==> src/rtl/noc_pkg.sv <==
// Shared router definitions: port codes, router geometry and allocator FSM state.
package noc_pkg;

    localparam int unsigned NUM_PORTS       = 5;
    localparam int unsigned SEL_W           = 3;
    localparam int unsigned WDOG_CYCLES_DEF = 64;

    typedef enum logic [2:0] {
        NORTH = 3'd0,
        SOUTH = 3'd1,
        EAST  = 3'd2,
        WEST  = 3'd3,
        LOCAL = 3'd4
    } port_e;

    typedef enum logic {
        ARB_IDLE   = 1'b0,
        ARB_LOCKED = 1'b1
    } arb_state_e;

    // Next port index, wrapping LOCAL back to NORTH.
    function automatic logic [SEL_W-1:0] port_inc(input logic [SEL_W-1:0] p);
        return (p == SEL_W'(NUM_PORTS - 1)) ? '0 : p + 1'b1;
    endfunction

endpackage

==> src/rtl/out_port_arb.sv <==
// Single-output wormhole arbiter: round-robin grant on head flit, lock until tail.
// Optional idle-owner watchdog under macro ARB_WDOG_EN.
// Ports:
//   clk_i, rst_n_i   clock, async active-low reset
//   valid_i          per-input FIFO non-empty
//   dest_i           per-input 3-bit destination codes
//   tail_i           per-input tail flag of the head-of-FIFO flit
//   owned_i          inputs already locked to some output
//   out_ready_i      this output can accept a flit
//   owner_oh_c       one-hot owner while locked (comb)
//   xfer_c           flit moves this cycle (comb)
//   sel_c            crossbar select = owner (comb)
//   busy_c           output locked (comb)
//   wdog_err_o       registered one-cycle forced-release pulse
module out_port_arb
    import noc_pkg::*;
#(
    parameter int unsigned PORT_ID = 0
`ifdef ARB_WDOG_EN
    , parameter int unsigned WDOG_CYCLES = WDOG_CYCLES_DEF
`endif
) (
    input  logic                       clk_i,
    input  logic                       rst_n_i,
    input  logic [NUM_PORTS-1:0]       valid_i,
    input  logic [NUM_PORTS*SEL_W-1:0] dest_i,
    input  logic [NUM_PORTS-1:0]       tail_i,
    input  logic [NUM_PORTS-1:0]       owned_i,
    input  logic                       out_ready_i,
    output logic [NUM_PORTS-1:0]       owner_oh_c,
    output logic                       xfer_c,
    output logic [SEL_W-1:0]           sel_c,
    output logic                       busy_c,
    output logic                       wdog_err_o
);

    arb_state_e           r_state, w_state_nxt;
    logic [SEL_W-1:0]     r_owner, w_owner_nxt;
    logic [SEL_W-1:0]     r_rr_ptr, w_rr_ptr_nxt;
    logic [NUM_PORTS-1:0] w_req;
    logic                 w_grant_found;
    logic [SEL_W-1:0]     w_grant;

`ifdef ARB_WDOG_EN
    localparam int unsigned CNT_W = $clog2(WDOG_CYCLES + 1);
    logic [CNT_W-1:0] r_cnt, w_cnt_nxt;
    logic             r_wdog_err, w_wdog_err_nxt;
`endif

    // Eligible heads: addressed here and not already holding another output.
    always_comb begin : req_decode
        for (int unsigned p = 0; p < NUM_PORTS; p++) begin
            w_req[p] = valid_i[p] && !owned_i[p]
                       && (dest_i[p*SEL_W +: SEL_W] == SEL_W'(PORT_ID));
        end
    end

    // First requester at or after the round-robin pointer.
    always_comb begin : rr_search
        int unsigned idx;
        w_grant_found = 1'b0;
        w_grant       = '0;
        idx           = 0;
        for (int unsigned k = 0; k < NUM_PORTS; k++) begin
            idx = 32'(r_rr_ptr) + k;
            if (idx >= NUM_PORTS) idx = idx - NUM_PORTS;
            if (!w_grant_found && w_req[idx[SEL_W-1:0]]) begin
                w_grant_found = 1'b1;
                w_grant       = idx[SEL_W-1:0];
            end
        end
    end

    // Crossbar/dequeue controls depend only on the registered lock.
    always_comb begin : lock_outputs
        busy_c     = 1'b0;
        sel_c      = '0;
        owner_oh_c = '0;
        xfer_c     = 1'b0;
        if (r_state == ARB_LOCKED) begin
            busy_c     = 1'b1;
            sel_c      = r_owner;
            owner_oh_c = NUM_PORTS'(1) << r_owner;
            xfer_c     = valid_i[r_owner] && out_ready_i;
        end
    end

    // Next-state logic.
    always_comb begin : fsm_next
        w_state_nxt  = r_state;
        w_owner_nxt  = r_owner;
        w_rr_ptr_nxt = r_rr_ptr;
`ifdef ARB_WDOG_EN
        w_cnt_nxt      = r_cnt;
        w_wdog_err_nxt = 1'b0;
`endif
        case (r_state)
            ARB_IDLE: begin
                if (w_grant_found) begin
                    w_state_nxt = ARB_LOCKED;
                    w_owner_nxt = w_grant;
`ifdef ARB_WDOG_EN
                    w_cnt_nxt   = '0;
`endif
                end
            end
            ARB_LOCKED: begin
                if (xfer_c && tail_i[r_owner]) begin
                    w_state_nxt  = ARB_IDLE;
                    w_rr_ptr_nxt = port_inc(r_owner);
                end
`ifdef ARB_WDOG_EN
                if (xfer_c) begin
                    w_cnt_nxt = '0;
                end else if (!valid_i[r_owner]) begin
                    if (r_cnt == CNT_W'(WDOG_CYCLES - 1)) begin
                        w_state_nxt    = ARB_IDLE;
                        w_rr_ptr_nxt   = port_inc(r_owner);
                        w_wdog_err_nxt = 1'b1;
                        w_cnt_nxt      = '0;
                    end else begin
                        w_cnt_nxt = r_cnt + 1'b1;
                    end
                end
`endif
            end
            default: w_state_nxt = ARB_IDLE;
        endcase
    end

    // State registers.
    always_ff @(posedge clk_i or negedge rst_n_i) begin
        if (!rst_n_i) begin
            r_state  <= ARB_IDLE;
            r_owner  <= '0;
            r_rr_ptr <= '0;
        end else begin
            r_state  <= w_state_nxt;
            r_owner  <= w_owner_nxt;
            r_rr_ptr <= w_rr_ptr_nxt;
        end
    end

`ifdef ARB_WDOG_EN
    always_ff @(posedge clk_i or negedge rst_n_i) begin
        if (!rst_n_i) begin
            r_cnt      <= '0;
            r_wdog_err <= 1'b0;
        end else begin
            r_cnt      <= w_cnt_nxt;
            r_wdog_err <= w_wdog_err_nxt;
        end
    end
    assign wdog_err_o = r_wdog_err;
`else
    assign wdog_err_o = 1'b0;
`endif

endmodule

==> config.mk <==
export PLATFORM = sky130hd
export DESIGN_NAME = out_port_arb
export DESIGN_NICKNAME = d
export VERILOG_FILES = /design/src/rtl/noc_pkg.sv /design/src/rtl/out_port_arb.sv
export SDC_FILE = /design/constraint.sdc
export NUM_CORES = 1
export LEC_CHECK = 0
export CORE_AREA = 2 2 61 63
export CTS_CLUSTER_DIAMETER = 120
export CTS_CLUSTER_SIZE = 12
export DETAILED_ROUTE_END_ITERATION = 10
export DIE_AREA = 0 0 63 65
export PLACE_DENSITY = 0.82
export SLEW_MARGIN = 20
export SYNTH_ARGS = -nofsm -noshare
export SYNTH_HDL_FRONTEND = slang
export SYNTH_SLANG_ARGS = --single-unit
==> constraint.sdc <==
create_clock -name clk_i -period 4.1 [get_ports clk_i]
set_clock_uncertainty 0.2 [all_clocks]
set_input_delay 0.41 -clock clk_i [delete_from_list [all_inputs] [get_ports clk_i]]
set_output_delay 0.41 -clock clk_i [all_outputs]
set_load 0.02 [all_outputs]
==> implementation parameters <==
Parameter                              Value

Floorplan
  Initial cell density of the core    47.1%
  Chip width    63 um
  Number of top-level pins    44
  Core Area    3500 um^2
  Chip height    65 um
  Number of placement rows    22
  Area of the die    4100 um^2

Timing
  Highest clock rate    0.287 GHz
  Worst slew margin relative to its limit    60.8%
  RSZ-0062 raised after global routing    no
  Setup violation total in the final timing report    0
  Count of final hold-check violations    0
  Shortest period the worst path allows    3480 ps
  Worst slew pin tran    583 ps
  Final worst-path cycle share    84.9%
  Final-layout setup total negative slack    0 ps
  Max-slew violations    0

Synth
  Number of synthesized flops with an enable pin    0
  Post-Synthesis Net Count    259
  Ranking of synthesized cells by area    sky130_fd_sc_hd__dfrtp_1 11%, sky130_fd_sc_hd__ha_1 9.9%, sky130_fd_sc_hd__nor2_1 3.9%
  Post-synth ARST share    100%
  Most frequent cells after synthesis    17 x sky130_fd_sc_hd__nor2_1, 14 x sky130_fd_sc_hd__inv_1, 14 x sky130_fd_sc_hd__nand2_1
  Unique masters post-synth    68
  Area share of the largest cell type after synthesis    10.6%
  Syn Area/Cell    slightly below 8 um^2
  Netlist Area Pre-Place    1650 um^2
  Sequential cell area fraction in the yosys report    10.6%
  Biggest area consumer among synthesized cells    sky130_fd_sc_hd__dfrtp_1
  Flops & latches, synth    7
  Most used flip-flop cell after synthesis    sky130_fd_sc_hd__dfrtp_1
  Top-count cell post-synth    sky130_fd_sc_hd__nor2_1
  Yosys warns    0
  Synthesized instance count    212

Clock tree
  Post-CTS Setup Inserts    0
  H-tree Lvls    1
  Clock slew at the register clock pins of the worst setup and hold paths    50 ps
  TritonCTS clock tree    done
  CTS Buffer Depth    2
  Quantity of hold-fixing buffers added after cts    0
  Worst-skew pair later-pin latency    250 ps
  Number of buffers created by CTS    3
  Clock Tree Root    sky130_fd_sc_hd__clkbuf_4
  CTS resizes    0
  CTS sink cnt    7

Worst setup path
  Startpoint kind of the worst setup timing path    flop
  Reg-to-reg startpoint    r_rr_ptr[1]$_DFFE_PN0P_
  Worst R2R End    r_owner[1]$_DFFE_PN0P_
  CP required    4010 ps
  Reg-to-reg setup timing slack    about 600 ps
  Crit. End Element    flop
  Length in cells of the worst reg-to-reg path    10
  Peak fanout along the critical path    10
  CP Data Arrival Time    3390 ps
  Type of the setup path with the least slack    reg2reg

Cells and area
  Cell area after layout    around 2100 um^2
  Fraction of final layout cells sized beyond drive strength 1    10.8%
  Final core utilization    approximately 60%
  Total number of nets in the final design    299
  Number of antenna diodes    0
  Area Overhead vs Synth    27.6%
  Final cell count without fillers    299

Power and ir drop
  Sum of internal, switching and leakage power    1.65 mW
  Worst IR drop on VDD    roughly 0.56 mV
  Leak Pwr    about 0.86 nW
  Pwr Density    783 nW/um^2

GRT
  Antenna violations before repair    0
  Via count of the first global-routing pass    around 1,800
  All-layer global routing usage    25.0%
  Pin count of the biggest net entering global routing    24
  Global-route wire length before repair    8.38 mm
  Sum of overflow across all layers after global routing    0

Flow run
  Reported max-cap violation count    0

Place
  Post-detail-place hpwl    just over 4 mm
  Placed insts    ~300
  Gpl congestion    0.905
  Number of buffers inserted by port buffering    between 40 and 50
  Post-detailed-placement cell area    2070 um^2

Routing
  DRC violations left    0
  Routed wire length    5.09 mm
  Number of routed nets with antenna violations    0
  DRC violation total after the first TritonRoute iteration    ~120
  Routed via count    1,852
  Avg Vias per Cell    6.19
  Routed wire length per instance    17.0 um
  Number of iterations in the first detailed-routing pass    4

Min path
  Type of the worst min-delay path    in2async

Run status
  Result of the run    finished clean
cell type report:
cell class | count | area [um^2]
clock buffer | 4 | 26.3
fill | 337 | 1400
inverter | 15 | 56.3
multi-input combinational | 182 | 1360
sequential | 7 | 175
tap | 48 | 60.1
timing repair buffer | 43 | 428
registers in the layout (all words and copies together) (netlist names):
| signal | count |
|---|---|
| r_state | 1 |
| r_rr_ptr | 3 |
| r_owner | 3 |
through the flow:
| step | worst slack, ps | hold slack (ps) |
|---|---|---|
| detailed placement | 703 | 465 |
| global placement | 820 | 463 |
| global route | 460 | 245 |
| CTS | 683 | 230 |
| finish | 617 | 221 |
| floorplan | 615 | -85.6 |
metal layers:
layer | GRT usage (%) | share of wire, % | vias up | wire length, um
met5 | 0 | 0 | - | 0
met4 | 5.83 | 1.3 | 0 | 64
met3 | 5.03 | 7.2 | 8 | 369
met2 | 46.9 | 51 | 82 | 2600
met1 | 29.1 | 40 | 870 | 2060
li1 | - | - | 892 | -
cell usage in the layout (no fill, tap or decap), types with 2 or more instances in the layout:
| master | Yosys | routed |
|---|---|---|
| sky130_fd_sc_hd__a221oi_2 | 2 | 2 |
| sky130_fd_sc_hd__and3_1 | 4 | 4 |
| sky130_fd_sc_hd__nand2b_1 | 5 | 5 |
| sky130_fd_sc_hd__clkbuf_4 | 0 | 3 |
| sky130_fd_sc_hd__o21a_1 | 3 | 3 |
| sky130_fd_sc_hd__inv_1 | 14 | 14 |
| sky130_fd_sc_hd__nand4_1 | 4 | 4 |
| sky130_fd_sc_hd__dfrtp_1 | 7 | 7 |
| sky130_fd_sc_hd__a31oi_1 | 4 | 4 |
| sky130_fd_sc_hd__o2111ai_1 | 3 | 3 |
| sky130_fd_sc_hd__ha_1 | 13 | 13 |
| sky130_fd_sc_hd__xnor2_1 | 2 | 2 |
| sky130_fd_sc_hd__o31a_1 | 2 | 2 |
| sky130_fd_sc_hd__a21oi_1 | 10 | 10 |
| sky130_fd_sc_hd__o22ai_1 | 4 | 4 |
| sky130_fd_sc_hd__mux2i_1 | 5 | 5 |
| sky130_fd_sc_hd__nor3_1 | 7 | 7 |
| sky130_fd_sc_hd__mux4_2 | 2 | 2 |
| sky130_fd_sc_hd__o21ai_0 | 12 | 12 |
| sky130_fd_sc_hd__o211a_1 | 4 | 4 |
| sky130_fd_sc_hd__clkdlybuf4s50_1 | 0 | 42 |
| sky130_fd_sc_hd__a21o_1 | 2 | 2 |
| sky130_fd_sc_hd__a211oi_1 | 3 | 3 |
| sky130_fd_sc_hd__nand2_1 | 14 | 14 |
| sky130_fd_sc_hd__o211ai_1 | 3 | 3 |
| sky130_fd_sc_hd__nor4_2 | 5 | 5 |
| sky130_fd_sc_hd__nor2b_1 | 4 | 4 |
| sky130_fd_sc_hd__nor2_1 | 17 | 17 |
| sky130_fd_sc_hd__and2_1 | 2 | 2 |
| sky130_fd_sc_hd__nand3_1 | 9 | 9 |
| sky130_fd_sc_hd__o21ai_2 | 2 | 2 |
| sky130_fd_sc_hd__nand3b_1 | 2 | 2 |
power by group:
part	total [mW]	switching, mW	internal (mW)
clock	0.0616	0.0245	0.0371
sequential	0.180	0.0803	0.0995
combinational	1.40	0.826	0.578
total	1.65	0.931	0.714
critical path, cell delays in order, from the launching register on:
cell	delay, ps
sky130_fd_sc_hd__dfrtp_1	560
sky130_fd_sc_hd__ha_1	250
sky130_fd_sc_hd__inv_1	60
sky130_fd_sc_hd__fa_1	440
sky130_fd_sc_hd__nor3_1	360
sky130_fd_sc_hd__nor2_1	140
sky130_fd_sc_hd__a311o_1	290
sky130_fd_sc_hd__a211o_2	360
sky130_fd_sc_hd__o41a_1	460
sky130_fd_sc_hd__o32ai_1	150
sky130_fd_sc_hd__a21oi_1	80
worst max path at each step:
stage                                 start                      to  slack (ps)  cells past startpoint
global route        r_rr_ptr[1]$_DFFE_PN0P_  r_owner[1]$_DFFE_PN0P_         460                     10
global placement    r_rr_ptr[1]$_DFFE_PN0P_  r_owner[1]$_DFFE_PN0P_         820                     10
finish              r_rr_ptr[1]$_DFFE_PN0P_  r_owner[1]$_DFFE_PN0P_         620                     10
floorplan           r_rr_ptr[0]$_DFFE_PN0P_  r_owner[1]$_DFFE_PN0P_         620                     13
detailed placement  r_rr_ptr[1]$_DFFE_PN0P_  r_owner[1]$_DFFE_PN0P_         700                     10
CTS                 r_rr_ptr[1]$_DFFE_PN0P_  r_owner[1]$_DFFE_PN0P_         680                     10
kinds of logic after synthesis:
group / share of synthesized area (%)
other: 0.228
AND/OR/NAND/NOR: 30.8
multiplexers: 6.46
AO/OA/AOI/OAI: 31.7
buffers and inverters: 7.07
XOR/XNOR: 2.05
adder cells (fa/ha/maj): 11.1
flip-flops: 10.6
Note: power is estimated with default switching activity, not from simulation.
